## src/rtl/riscv_pkg.sv

```systemverilog
// Shared types for the data-memory arbiter: FSM state and the per-requester access command.
package riscv_pkg;

  localparam int unsigned XLEN  = 32;
  localparam int unsigned BE_W  = 4;
  localparam int unsigned CNT_W = 2;

  typedef enum logic {
    IDLE = 1'b0,
    WAIT = 1'b1
  } arb_state_t;

  typedef struct packed {
    logic            we;
    logic [BE_W-1:0] be;
    logic [XLEN-1:0] addr;
    logic [XLEN-1:0] wdata;
  } mem_cmd_t;

endpackage

```

## src/rtl/miriscv_rr_arb2.sv

```systemverilog
// Two-way round-robin picker: on a tie the requester that did not win last time goes next.
module miriscv_rr_arb2 (
  input  logic [1:0] req,
  input  logic       last,
  output logic [1:0] gnt
);

  always_comb begin
    gnt = req;
    if (req == 2'b11) gnt = last ? 2'b01 : 2'b10;
  end

endmodule

```

## src/rtl/miriscv_dmem_arbiter.sv

```systemverilog
// Data-memory arbiter between the core LSU (m0) and a DMA/debug port (m1).
// One access in flight at a time; grant is combinational in IDLE, completion after RD_LATENCY cycles.
module miriscv_dmem_arbiter
  import riscv_pkg::*;
#(
  parameter int unsigned RD_LATENCY = 1
) (
  input  logic            clk_i,
  input  logic            arstn_i,
  input  logic            m0_req_i,
  input  logic            m0_we_i,
  input  logic [BE_W-1:0] m0_be_i,
  input  logic [XLEN-1:0] m0_addr_i,
  input  logic [XLEN-1:0] m0_wdata_i,
  output logic            m0_gnt_o,
  output logic            m0_rvalid_o,
  input  logic            m1_req_i,
  input  logic            m1_we_i,
  input  logic [BE_W-1:0] m1_be_i,
  input  logic [XLEN-1:0] m1_addr_i,
  input  logic [XLEN-1:0] m1_wdata_i,
  output logic            m1_gnt_o,
  output logic            m1_rvalid_o,
  output logic [XLEN-1:0] rdata_o,
  output logic            core_stall_o,
  output logic            mem_req_o,
  output logic            mem_we_o,
  output logic [BE_W-1:0] mem_be_o,
  output logic [XLEN-1:0] mem_addr_o,
  output logic [XLEN-1:0] mem_wdata_o,
  input  logic [XLEN-1:0] mem_rdata_i
);

  arb_state_t       state_q;
  logic [CNT_W-1:0] cnt_q;
  logic             last_q;  // last granted requester; also the owner while in WAIT
  logic [1:0]       arb_gnt;
  logic             arb_any;
  mem_cmd_t         m0_cmd;
  mem_cmd_t         m1_cmd;
  mem_cmd_t         sel_cmd;

  assign m0_cmd = {m0_we_i, m0_be_i, m0_addr_i, m0_wdata_i};
  assign m1_cmd = {m1_we_i, m1_be_i, m1_addr_i, m1_wdata_i};

  miriscv_rr_arb2 u_rr (
    .req  ({m1_req_i, m0_req_i}),
    .last (last_q),
    .gnt  (arb_gnt)
  );

  assign arb_any = (state_q == IDLE) && (arb_gnt != 2'b00);

  // Output decode: grant/strobe in IDLE, completion when the latency counter has drained.
  always_comb begin
    m0_gnt_o    = 1'b0;
    m1_gnt_o    = 1'b0;
    m0_rvalid_o = 1'b0;
    m1_rvalid_o = 1'b0;
    rdata_o     = '0;
    mem_req_o   = 1'b0;
    sel_cmd     = '0;
    if (arb_any) begin
      m0_gnt_o  = arb_gnt[0];
      m1_gnt_o  = arb_gnt[1];
      mem_req_o = 1'b1;
      sel_cmd   = arb_gnt[1] ? m1_cmd : m0_cmd;
    end else if ((state_q == WAIT) && (cnt_q == '0)) begin
      m0_rvalid_o = ~last_q;
      m1_rvalid_o = last_q;
      rdata_o     = mem_rdata_i;
    end
    mem_we_o     = sel_cmd.we;
    mem_be_o     = sel_cmd.be;
    mem_addr_o   = sel_cmd.addr;
    mem_wdata_o  = sel_cmd.wdata;
    core_stall_o = m0_req_i & ~m0_rvalid_o;
  end

  // Reset leaves m1 as last owner so m0 wins the first tie.
  always_ff @(posedge clk_i or posedge arstn_i) begin
    if (arstn_i) begin
      state_q <= IDLE;
      cnt_q   <= '0;
      last_q  <= 1'b1;
    end else begin
      case (state_q)
        IDLE: begin
          if (arb_any) begin
            state_q <= WAIT;
            cnt_q   <= CNT_W'(RD_LATENCY - 1);
            last_q  <= arb_gnt[1];
          end
        end
        WAIT: begin
          if (cnt_q == '0) state_q <= IDLE;
          else             cnt_q   <= cnt_q - 1'b1;
        end
        default: state_q <= IDLE;
      endcase
    end
  end

endmodule

```

## config.mk

```make
export PLATFORM = sky130hd
export DESIGN_NAME = miriscv_dmem_arbiter
export DESIGN_NICKNAME = d
export VERILOG_FILES = /design/src/rtl/riscv_pkg.sv /design/src/rtl/miriscv_rr_arb2.sv /design/src/rtl/miriscv_dmem_arbiter.sv
export SDC_FILE = /design/constraint.sdc
export NUM_CORES = 1
export LEC_CHECK = 0
export CAP_MARGIN = 0
export CORE_AREA = 2 2 110 112
export CTS_CLUSTER_SIZE = 20
export DETAILED_ROUTE_END_ITERATION = 8
export DIE_AREA = 0 0 112 114
export PLACE_DENSITY = 0.55
export SLEW_MARGIN = 30
export SYNTH_ARGS = -nofsm -noshare
export SYNTH_HDL_FRONTEND = slang
export SYNTH_SLANG_ARGS = --single-unit
```

## constraint.sdc

```tcl
create_clock -name clk_i -period 4.1 [get_ports clk_i]
set_clock_uncertainty 0.1 [all_clocks]
set_input_delay 1.23 -clock clk_i [delete_from_list [all_inputs] [get_ports clk_i]]
set_output_delay 1.23 -clock clk_i [all_outputs]
set_load 0.02 [all_outputs]
```

Word level (Yosys, flattened, before mapping):

Index checks and enable logic that the tools add are counted.

* flip-flop bits (word level): 4

* $add $sub $neg: 1
* equal/unequal tests: 3
* mux-type cells: 18
* bitwise operators: 4
* reduce and logical (&&, ||, !) cells: 6

Operator list (count)
* 69-bit two-way mux: 2
* 32-bit two-way mux: 2
* 1-bit two-way mux: 8
* 2-bit two-way mux: 4
* 2-bit != test (second input constant): 2
* 2-bit case mux with 2 select lines: 1
* 2-bit AND reduction: 2
* 1-bit inverter: 3
* 2-bit == test (second input constant): 1
* 1-bit logical AND: 2
* 2-bit logical NOT: 1
* 1-bit case mux with 2 select lines: 1
* 2-bit nonzero test: 1
* 2-bit by 1-bit subtractor with 2-bit output (second input constant): 1
* 1-bit bitwise AND: 1

Logic depth before layout (Yosys ltp):

* word-level depth: 7
* gate-level depth with buffers: 6
* depth with buffers taken out: 5

Hierarchy:

Synthesis repeated with hierarchy kept, for this count alone.

* cell total of the unflattened synthesis: 307
* area total of the unflattened synthesis: 1764.2 µm²

Modules (own cells, without submodules)
* miriscv_dmem_arbiter: times used 1, cells each 304, area each 1745.4 µm², sequential area each 101.3 µm²
* miriscv_rr_arb2: times used 1, cells each 3, area each 18.8 µm², sequential area each 0.0 µm²

Least setup slack after synthesis:

Ideal clock, no wire load.

* path kind: input to output
* start point: in m1_req_i
* end point: out m1_gnt_o
* data arrival time: 1.993 ns
* data required time: 2.770 ns
* slack: 0.777 ns
* cell stages on the path: 3
* path buffers: 1
* path through: a21boi_4 -> buf_2 -> nor2b_1

* word-level cells in the longest chain between the ends: 5

Ends and longest elaborated chain
* start, declared: line miriscv_dmem_arbiter.sv:17 `input logic m1_req_i,`
* 2-bit == test: line miriscv_rr_arb2.sv:10 `if (req == 2'b11) gnt = last ? 2'b01 : 2'b10;`
* 2-bit two-way mux (*): line miriscv_rr_arb2.sv:10
* 2-bit nonzero test: line miriscv_dmem_arbiter.sv:52 `assign arb_any = (state_q == IDLE) && (arb_gnt != 2'b00);`
* 1-bit logical AND: line miriscv_dmem_arbiter.sv:52
* 1-bit two-way mux (*): line miriscv_dmem_arbiter.sv:63 `if (arb_any) begin`
* end, declared: line miriscv_dmem_arbiter.sv:22 `output logic m1_gnt_o,`

Mark *: on every way between the ends. The rest lies on a longest branch, timed or not.

Worst setup path in the final report:

* start point: in m1_req_i
* end point: out mem_be_o[2]

* word-level cells in the longest chain between the ends: 5

Ends and longest elaborated chain
* 2-bit == test: line miriscv_rr_arb2.sv:10
* 2-bit two-way mux (*): line miriscv_rr_arb2.sv:10
* 2-bit nonzero test: line miriscv_dmem_arbiter.sv:52
* 1-bit logical AND: line miriscv_dmem_arbiter.sv:52
* 69-bit two-way mux (*): line miriscv_dmem_arbiter.sv:63
* end, declared: line miriscv_dmem_arbiter.sv:28 `output logic [BE_W-1:0] mem_be_o,`

Marks and branches as above.

==> impl_metrics.yaml <==
power:
  internal_power_w: 0.0009077
  ir_drop_v: 0.0002726
  p_per_area_nw_per_um2: 426.9
  comb_power_share: 0.851
  cellLeakagePower_nw: 1.831
  clkPwrFrac: 0.086
  switchingPower_w: 0.0009845
  power_frac_seq: 0.063
  total_power_w: 0.001892
  swShare: 0.5203
detailed_routing:
  via_per_inst: 4.661
  first_pass_iters: 6
  avgRoutedWirePerCell_um: 16.61
  num_vias: 2997
  drcViolationCount: 0
  postRouteAntennaNets: 0
  wirelength_mm: 10.68
  drt_iter0_drc: 172
synth:
  syn_area_um2: 1633
  ys_seq_area_frac: 0.06207
  synth.ff_latch_count: 4
  syn_nets: 412
  syn_area_per_cell_um2: 6.890
  syn_inst: 237
  synth_cell_types: 20
  ys_warn_count: 0
die:
  core_um2: 11710
  design.die.area_um2: 12770
  initial_utilization: 0.1394
  die_w_um: 112
  std_cell_rows: 40
  pin_count: 281
  die_h_um: 114
cells_and_area:
  final_util: 0.3784
  nNetsFinal: 672
  multiInputGateArea_um2: 1242
  seqCellArea_um2: 102.6
  drive_above_1_share: 0.1492
  layout_common_cells: "208 x clkdlybuf4s50_1, 76 x nor2_1, 63 x a32oi_1"
  final_cells: 643
  nFillCells: 1229
  area_growth_pct: 171.4
  final_common_cell: "clkdlybuf4s50_1"
  n_antenna_cell: 0
placed_design:
  hpwl_mm: 7.899
  io_buffers: 280
  place_inst: 636
  place_congestion: 0.8216
sta:
  rsz0062_at_grt: "yes"
  finalSetupViolCount: 0
  worst_pin_slew_ns: 0.6698
  hold_ws_ns: 0.4217
  period_share: 0.9886
  slew_headroom: 0.5534
  timing.fmax_mhz: 246.7
  hold_viol_final: 0
  min_period_ns: 4.053
  drv_slew: 0
  setup_tns_ns: 0
grt:
  grt_max_degree: 43
  grt_busiest_layer: "met2"
  grt_pass1_vias: 2854
  grt_overflow: 0
  grt_antenna_before_repair: 0
  grt_pass1_wl_mm: 15.45
  track_usage: 0.1451
  grt_util_met1: 0.1802
  gr-usage-met2: 0.2659
  grt_use_met3: 0.03401
clock_network:
  cts_buffer_depth: 2
  numCtsBuffers: 3
  htreeDepth: 1
  cts_tree: "done"
  path_clk_slew_ns: 0.03
  clock-root-buffer: "clkbuf_16"
  clk_latency_ns: 0.23
  clock-sinks: 4
critical_path:
  critPathKind: "input port to output port"
  crit_arrival_ns: 2.72
  rrSetupSlack_ns: 2.33
  required_ns: 2.77
  cp_max_fo: 17
  cp-end-kind: "output port"
  cp-start-kind: "input port"
run_status:
  status: "finished clean"
hold_path:
  hold_class: "register to register"
job:
  drv_cap: 0
-- path summary, 6_finish.rpt --
kind / from / to / cells past startpoint
max: m1_req_i / mem_be_o[2] / 7
min: cnt_q[1] / cnt_q[1] / 1
max reg2reg: state_q / cnt_q[1] / 3
min reg2reg: cnt_q[1] / cnt_q[1] / 1
max in group asynchronous: arstn_i / last_q / 2
min in group asynchronous: arstn_i / cnt_q[0] / 2
-- per-layer routing --
layer	wire length [µm]	vias up	part of all wire
met2	5441	153	0.51
met4	51	0	0.0048
met5	0	-	0
met1	4318	1397	0.40
li1	-	1441	-
met3	867	6	0.081
-- final cells by class --
| cell class | instances | area share |
|---|---|---|
| clock buffer | 4 | 0.01779 |
| inverter | 5 | 0.004235 |
| multi-input combinational | 189 | 0.2803 |
| sequential | 4 | 0.02315 |
| tap | 147 | 0.04150 |
| timing repair buffer | 294 | 0.6330 |
-- critical path, cell delays in order --
cell and delay, ns:
clkdlybuf4s50_1 0.48, a21boi_4 0.20, buf_12 0.15, clkbuf_16 0.17
a32oi_1 0.06, nor2_1 0.09, dlygate4sd2_1 0.35
-- metrics by stage --
| step | cell area [µm²] | setup WS [ns] |
|---|---|---|
| global placement | 4459 | -0.2737 |
| global route | 4432 | -0.004651 |
| CTS | 4457 | 0.0005191 |
| floorplan | 1633 | 0.7774 |
| finish | 4432 | 0.04667 |
| detailed placement | 4459 | -0.2761 |
-- synth_stat cells (all sizes together) --
master  instances  area (µm²)
nand2           2       7.510
nor2b           1       6.260
nand2b          1       6.260
dfrtp           3       75.07
ha              1       12.51
a32oi          69       604.3
dfstp           1       26.28
and3           33       207.7
buf            24       252.7
o31ai           1       7.510
a21boi          1       18.77
a22o            2       17.52
clkbuf         15       76.33
o21ai           2       10.01
nor2           76       285.3
inv             5       18.77
-- cell families (layout without fill, tap and decap cells) --
kind of cell	after synthesis	after routing	synth area share
simple gates	113	113	0.3142
compound gates	75	75	0.4031
flops	4	4	0.06207
buf+inv	44	303	0.2130
fa+ha+maj	1	1	0.007662
-- flip-flops by register name, summed over array words and instances (netlist names) --
name     cells
state_q      1
last_q       1
cnt_q        2
-- repair_timing --
item                       in CTS  in global routing
setup buffers                   0                  1
setup endpoints to repair      71                 67
resized for setup              72                116
cloned                          0                  2
hold buffers                    0                  0
pin swaps                       0                  0
-- power groups by stage --
stage	clock (W)	sequential (W)	combinational, W
2_1_floorplan	0	0.0000635	0.000946
3_3_place_gp	0	0.000115	0.00173
3_5_place_dp	0	0.000118	0.00173
4_1_cts	0.000163	0.000118	0.00160
5_1_grt	0.000167	0.000128	0.00171
6_report	0.000162	0.000119	0.00161
No activity file was read; power rests on OpenSTA's default activity.
